### src/rtl/ram_bit_loader.sv
// ram_bit_loader
//   Packs a serial bit stream LSB-first into WORD_W-bit words and writes each
//   finished word through port A of a dual-port RAM. Serial bit k ends up at
//   word k/WORD_W, bit k%WORD_W. Port B can then read the RAM one bit per
//   address.
//
// Ports
//   clk_in     in   clock, all logic on the rising edge
//   rst        in   asynchronous reset, active low
//   start      in   pulse: clear pointers and flags, begin a new load frame
//   bit_in     in   serial data bit
//   bit_valid  in   bit_in is valid this cycle
//   bit_last   in   marks bit_in as the final bit of the frame
//   bit_ready  out  loader accepts a bit this cycle (FILL state only)
//   ena, wea   out  port-A enable / write enable, one-cycle strobe per word
//   addra      out  port-A word address (holds the last written address)
//   dina       out  port-A write data (holds the last written word)
//   bit_count  out  bits accepted in the current frame, saturating
//   done       out  frame complete (last bit seen or RAM full)
//   overflow   out  sticky: a bit was offered while done was high
module ram_bit_loader #(
  parameter int WORD_W = 32,
  parameter int ADDR_W = 7,
  parameter int DEPTH  = 128
) (
  input  logic              clk_in,
  input  logic              rst,
  input  logic              start,
  input  logic              bit_in,
  input  logic              bit_valid,
  input  logic              bit_last,
  output logic              bit_ready,
  output logic              ena,
  output logic              wea,
  output logic [ADDR_W-1:0] addra,
  output logic [WORD_W-1:0] dina,
  output logic [12:0]       bit_count,
  output logic              done,
  output logic              overflow
);

  localparam int POS_W = $clog2(WORD_W);
  localparam logic [12:0]       COUNT_MAX = 13'(DEPTH * WORD_W);
  localparam logic [ADDR_W-1:0] LAST_ADDR = ADDR_W'(DEPTH - 1);
  localparam logic [POS_W-1:0]  LAST_POS  = POS_W'(WORD_W - 1);

  typedef enum logic [1:0] {
    S_IDLE = 2'd0,
    S_FILL = 2'd1,
    S_DONE = 2'd2
  } state_t;

  state_t              state_q, state_d;
  logic [WORD_W-1:0]   assembly_q, assembly_d;
  logic [POS_W-1:0]    bitpos_q, bitpos_d;
  logic [ADDR_W-1:0]   ptr_q, ptr_d;
  logic [12:0]         count_q, count_d;
  logic                ena_q, ena_d;
  logic [ADDR_W-1:0]   addra_q, addra_d;
  logic [WORD_W-1:0]   dina_q, dina_d;
  logic                overflow_q, overflow_d;

  logic [WORD_W-1:0]   word_with_bit;
  logic                word_done;

  // The incoming bit merged into the partial word; this is what gets written
  // when the bit completes the word, so no extra cycle is spent on assembly.
  assign word_with_bit = assembly_q | (WORD_W'(bit_in) << bitpos_q);
  assign word_done     = (bitpos_q == LAST_POS) || bit_last;

  always_ff @(posedge clk_in or negedge rst) begin
    if (!rst) begin
      state_q    <= S_IDLE;
      assembly_q <= '0;
      bitpos_q   <= '0;
      ptr_q      <= '0;
      count_q    <= '0;
      ena_q      <= 1'b0;
      addra_q    <= '0;
      dina_q     <= '0;
      overflow_q <= 1'b0;
    end else begin
      state_q    <= state_d;
      assembly_q <= assembly_d;
      bitpos_q   <= bitpos_d;
      ptr_q      <= ptr_d;
      count_q    <= count_d;
      ena_q      <= ena_d;
      addra_q    <= addra_d;
      dina_q     <= dina_d;
      overflow_q <= overflow_d;
    end
  end

  always_comb begin
    state_d    = state_q;
    assembly_d = assembly_q;
    bitpos_d   = bitpos_q;
    ptr_d      = ptr_q;
    count_d    = count_q;
    ena_d      = 1'b0;
    addra_d    = addra_q;
    dina_d     = dina_q;
    overflow_d = overflow_q;

    if (start) begin
      // start beats any same-cycle bit; a word completing in this cycle is
      // therefore never written. A strobe already high still finishes.
      state_d    = S_FILL;
      assembly_d = '0;
      bitpos_d   = '0;
      ptr_d      = '0;
      count_d    = '0;
      overflow_d = 1'b0;
    end else begin
      case (state_q)
        S_FILL: begin
          if (bit_valid) begin
            count_d = (count_q == COUNT_MAX) ? count_q : count_q + 13'd1;
            if (word_done) begin
              ena_d      = 1'b1;
              addra_d    = ptr_q;
              dina_d     = word_with_bit;
              assembly_d = '0;
              bitpos_d   = '0;
              if (bit_last || (ptr_q == LAST_ADDR)) begin
                state_d = S_DONE;
              end
              // Pointer stops at the last word so it cannot wrap in a frame.
              if (ptr_q != LAST_ADDR) begin
                ptr_d = ptr_q + 1'b1;
              end
            end else begin
              assembly_d = word_with_bit;
              bitpos_d   = bitpos_q + 1'b1;
            end
          end
        end
        S_DONE: begin
          if (bit_valid) begin
            overflow_d = 1'b1;
          end
        end
        default: ;
      endcase
    end
  end

  assign bit_ready = (state_q == S_FILL);
  assign done      = (state_q == S_DONE);
  assign ena       = ena_q;
  assign wea       = ena_q;
  assign addra     = addra_q;
  assign dina      = dina_q;
  assign bit_count = count_q;
  assign overflow  = overflow_q;

endmodule
### config.mk
export PLATFORM = sky130hd
export DESIGN_NAME = ram_bit_loader
export DESIGN_NICKNAME = d
export VERILOG_FILES = /design/src/rtl/ram_bit_loader.sv
export SDC_FILE = /design/constraint.sdc
export NUM_CORES = 1
export LEC_CHECK = 0
export BUFFER_PORTS_ARGS = -buffer_cell sky130_fd_sc_hd__clkbuf_2
export CORE_UTILIZATION = 30
export CTS_BUF_LIST = sky130_fd_sc_hd__clkbuf_8
export DETAILED_ROUTE_END_ITERATION = 16
export PLACE_DENSITY = 0.5
export SLEW_MARGIN = 5
export SYNTH_ARGS = -nofsm -noshare
export SYNTH_HDL_FRONTEND = slang
export SYNTH_SLANG_ARGS = --single-unit
### constraint.sdc
create_clock -name clk_in -period 3.3 [get_ports clk_in]
set_input_delay 0.66 -clock clk_in [delete_from_list [all_inputs] [get_ports clk_in]]
set_output_delay 0.66 -clock clk_in [all_outputs]
set_load 0.005 [all_outputs]
# --- Word level (Yosys, flattened, before mapping) ---
# Index checks and enable logic that the tools add are counted.
word_totals:
  output_inout_bits: 57
  elab_cells: 65
  register_bits: 100
op_classes:
  n_addsub: 3
  shift: 1
  reduce_logical: 14
  bitwise: 2
  n_mux: 29
  eq_ne: 7
ops:
  columns: ["cell", "count"]
  rows:
  - ["$mux 32", 4]
  - ["$mux 13", 4]
  - ["$mux 7", 5]
  - ["$or 32x32->32", 1]
  - ["$shl 1x5->32", 1]
  - ["$mux 5", 4]
  - ["$add 13x1->13 const B", 1]
  - ["$eq 13x13->1 const B", 1]
  - ["$reduce_and 4->1", 3]
  - ["$reduce_bool 2->1", 6]
  - ["$mux 2", 5]
  - ["$add 7x1->7 const B", 1]
  - ["$eq 7x7->1 const B", 1]
  - ["$mux 1", 7]
  - ["$ne 7x7->1 const B", 1]
  - ["$add 5x1->5 const B", 1]
  - ["$eq 5x5->1 const B", 1]
  - ["$reduce_and 2->1", 2]
  - ["$reduce_and 3->1", 1]
  - ["$eq 2x1->1 const B", 1]
  - ["$eq 2x2->1 const B", 1]
  - ["$logic_or 1x1->1", 2]
  - ["$ne 2x2->1 const B", 1]
  - ["$not 1->1", 1]

# --- Depth between registers and ports, before layout ---
logic_depth:
  ltp_word: 7
  mapped_depth: 9

# --- Least setup slack after synthesis ---
# Ideal clock, no wire load.
synth_path:
  path_kind: "register to register"
  startpoint: "reg bitpos_q[0]"
  endpoint: "reg bitpos_q[3]"
  arrival_time_ps: 1887
  path_stages_with_launch: 8
  n_path_buf: 1
  setup_time_ps: 78
  t_required_ps: 3222
  path_slack_ps: 1335
  path_cell_list: "dfrtp_1 ha_1 and3_1 ha_1 or2_1 buf_2 or4_1 a21oi_1"
synth_via:
  elab_chain_len: 6
synth_rtl:
  columns: ["element", "line", "source"]
  rows:
  - ["from (decl)", "55", "logic [POS_W-1:0] bitpos_q, bitpos_d;"]
  - ["from (signal assigned)", "85", "bitpos_q <= bitpos_d;"]
  - ["parallel branches: the longest is 2 deep, another holds $add 5x1->5", null, null]
  - ["$mux 5 (*)", "120", "if (word_done) begin"]
  - ["$mux 5 (*)", "118", "if (bit_valid) begin"]
  - ["$mux 5 (*)", "116", "case (state_q)"]
  - ["$mux 5 (*)", "106", "if (start) begin"]
# Every way passes the cells marked *. The select of a mux whose other input is x is not followed.
# A chain may end at the register's enable or synchronous reset.

# --- Worst setup path in the final report ---
layout_path:
  startpoint: "reg bitpos_q[0]"
  endpoint: "reg assembly_q[3]"
layout_via:
  elab_chain_len: 6
layout_rtl:
  columns: ["element", "line", "source"]
  rows:
  - ["$eq 5x5->1 / $shl 1x5->32 (equally long branches)", "69, 68", null]
  - ["$logic_or 1x1->1 / $or 32x32->32 (equally long branches)", "69, 68", null]
  - ["$mux 32 (*)", "120", null]
  - ["$mux 32 (*)", "118", null]
  - ["$mux 32 (*)", "116", null]
  - ["$mux 32 (*)", "106", null]
  - ["to (signal assigned)", "84", "assembly_q <= assembly_d;"]
  - ["to (decl)", "54", "logic [WORD_W-1:0] assembly_q, assembly_d;"]
# Every way passes the cells marked *; elsewhere a longest branch is shown, timed or not. The select of a mux whose other input is x is not followed.

==> summary.txt <==
STA
  – Hold WS: 329.9 ps
  – Worst slew pin tran: 1095 ps
  – Max Fclk: 394.4 MHz
  – Period utilization: 76.83%
  – Fin. Hold Viols: 0
  – Final Setup Violations: 0
  – Post-layout min period: 2536 ps
  – Max Slew Vio Count: 0
  – Fin Setup TNS: 0 ps
  – RSZ-0062 raised after global routing: false
  – Layout Skew: 14.23 ps
  – Slew headroom: 26.92%

Global routing
  – Vias in the first global route: 3216
  – First-pass GRT wire length: 16.70 mm
  – Largest net degree at the start of global routing: 101
  – Overall Global Routing Usage: 14.35%
  – Antenna violations before repair: 0
  – Grt ovf: 0

Clocking
  – Post_cts resized: 0
  – Clock slew at reported path FFs: 100 ps
  – CTS sink count: 100
  – Hold-fix buffers, CTS: 0
  – CTS tree: done
  – Root Buffer: clkbuf_8
  – Clk_lat worst skew: 370 ps
  – Setup bufs post-CTS: 0
  – CTS buffer count: 9
  – CTS H-tree depth: 3
  – Clock Tree Buf Depth: 2

Logic synthesis
  – Post-synth top area share: 57.21%
  – Cell Area, Synth: 4374 sq um
  – Post-Syn Nets: 439
  – Synth Register Bits: 100
  – Seq/Total Area, Yosys: 57.21%
  – EDFF count, synth: 0
  – Synth warn: 0
  – Mux contribution to synthesized area: 1.001%
  – Post-Synth Adder-Cell Area: 1.430%
  – Area leader, netlist: dfrtp_1
  – Avg Inst Size Synth: 10.22 sq um
  – Async SR Flop Fraction: 100.0%
  – Dominant cells by area after synthesis: dfrtp_1 57%, a21oi_1 5.7%, nand2_1 5.5%, a22o_1 5.4%, o21ai_0 4.2%
  – Synth Area in Simple Gates: 17.82%
  – Synth Area in Compound Gates: 17.19%
  – Synth Instances: 428
  – Post-synth cell types: 48
  – Top FF cell, synth: dfrtp_1
  – Largest family of logic cells by synthesized area: simple AND/OR/NAND/NOR gates
  – Post-Synth XOR/XNOR Area: 1.802%

Placement
  – Dpl cells: 651
  – DP Area: 4856 sq um
  – Routability congestion estimate: 0.7371
  – PortBufs: 62
  – Post-DP HPWL: 6.603 mm

Pwr
  – PD cells: 447.1 nW/um^2
  – Cell Int Power: 1.712 mW
  – Clk pwr share: 38.7%
  – Sequential Power Share: 55.3%
  – Logic pwr share: 6.0%
  – Switching power: 0.5580 mW
  – Cell leakage power: 2.336 nW
  – Max VDD drop: 0.0001773 V
  – Switch share: 24.58%

Die
  – IO Pins: 63
  – Core Box Area: 14040 sq um
  – Row count: 43
  – Full die area: 15070 sq um
  – Die W: 122.8 um
  – Chip Height: 122.8 um
  – Starting density of the core: 31.15%

Worst setup path
  – WP buf/inv: 0
  – Stages on the worst setup path: 7
  – CP Data Required Time: 3610 ps
  – CP arrival: 2840 ps
  – Worst r2r src: bitpos_q[0]
  – Max stage delay on crit path: 820 ps
  – Critical R2R Capture: assembly_q[3]
  – Crit path to: assembly_q[3]
  – R2R Setup Slk: 760 ps
  – Critical Path Fanout Max: 27
  – Crit path from: bitpos_q[0]
  – Family with the most delay on the worst path: simple AND/OR/NAND/NOR gates
  – WS Path Type: flop to flop
  – Critical-path cell list: ha_1 -> and3_1 -> ha_1 -> nor2_1 -> nor2_1 -> nor2_2 -> a22o_1
  – CP Capture Type: flop
  – R2r worst-path depth: 7
  – Critical path's slowest cell: nor2_2
  – CP startpoint kind: flop

Routing
  – Drc violations: 0
  – Routed Wire Length: 9.862 mm
  – Via count: 3298
  – Antenna Nets Post-Route: 0
  – Average wire per standard cell: 14.79 um
  – DR pass1 iterations: 4
  – Initial DRC count: 167
  – Vias per std cell: 4.945

Final layout
  – Fill cells: 1446
  – Layout area overhead: 16.08%
  – Most frequent cells in the layout: 100 x dfrtp_1, 64 x nand2_1, 61 x clkbuf_2
  – # diodes: 0
  – Layout cells sized above 1: 20.33%
  – Commonest non-fill, non-tap cell in the layout: dfrtp_1
  – Design area: 5077 sq um
  – Non-Filler Instances: 667
  – Net count, final: 493

Flow run
  – Max Cap Viol: 0

Run status
  – Status: finished clean

Hold path
  – Worst Hold Class: input port to async pin
power by group through the flow:
stage	clock [mW]	combinational (mW)	sequential, mW
after global placement	0	0.138	1.28
after floorplan	0	0.0777	1.28
after CTS	0.916	0.141	1.26
final	0.879	0.136	1.26
after detailed placement	0	0.140	1.28
after global routing	0.961	0.157	1.26
layout make-up:
class                   instances  area [sq um]  share of cell area, %
flip-flops and latches        100          2502                  49.29
multi-input cells             293          1717                  33.81
inverters                       9         33.78                 0.6654
repair buffers                 69         377.9                  7.442
well taps                     180         225.2                  4.436
clock buffers                   9         123.9                  2.440
clock inverters                 7         97.59                  1.922
flip-flops by register name (all words and copies together), names as in the netlist:
name,count
addra,7
dina,32
bitpos_q,5
overflow,1
ptr_q,7
assembly_q,32
ena,1
state_q,2
bit_count,13
cells in the mapped netlist, types with 3 or more instances:
library cell / n
a21oi_1: 50
a22o_1: 27
buf_2: 10
clkbuf_1: 12
dfrtp_1: 100
ha_1: 5
inv_1: 9
mux2_2: 3
nand2_1: 64
nand3_1: 9
nand4_1: 4
nor2_1: 30
nor2b_1: 6
nor3_1: 5
nor3b_2: 3
nor4_1: 4
o21ai_0: 37
or3_1: 4
xnor2_1: 6
xor2_1: 3
per-stage QoR:
stage | total power, mW | worst slack (ps) | util [%]
after global routing | 2.377 | 533.4 | 36.16
after CTS | 2.313 | 760.0 | 36.16
after floorplan | 1.353 | 1335 | -
after detailed placement | 1.420 | 791.7 | 34.58
final | 2.270 | 764.5 | 36.16
after global placement | 1.417 | 860.8 | 34.58
how the worst min path moves through the flow:
| stage | slack, ps | end | start |
|---|---|---|---|
| final | 330 | dina[9] | rst |
| after global routing | 370 | dina[9] | rst |
| after CTS | 360 | dina[12] | rst |
| after detailed placement | 470 | addra[1] | addra[1] |
| after global placement | 460 | dina[7] | dina[7] |
| after floorplan | 360 | addra[0] | rst |
per-layer routing:
metal  vias up  global-route usage, %  part of all wire, %
li1       1610                      -                    -
met5         -                      0                    0
met4         0                  4.649                  1.1
met1      1610                  20.59                   50
met3        10                  3.392                  4.0
met2        68                  21.14                   45
kinds of logic (layout without fill, tap and decap cells):
family                     after synthesis  after routing
and+or+nand+nor                        152            152
AOI/OAI and AO/OA                      123            123
DFF                                    100            100
buffers and inverters                   35             94
xor gates and xnor gates                 9              9
adders and majority gates                5              5
muxes                                    4              4
Note: power is estimated with default switching activity, not from simulation.
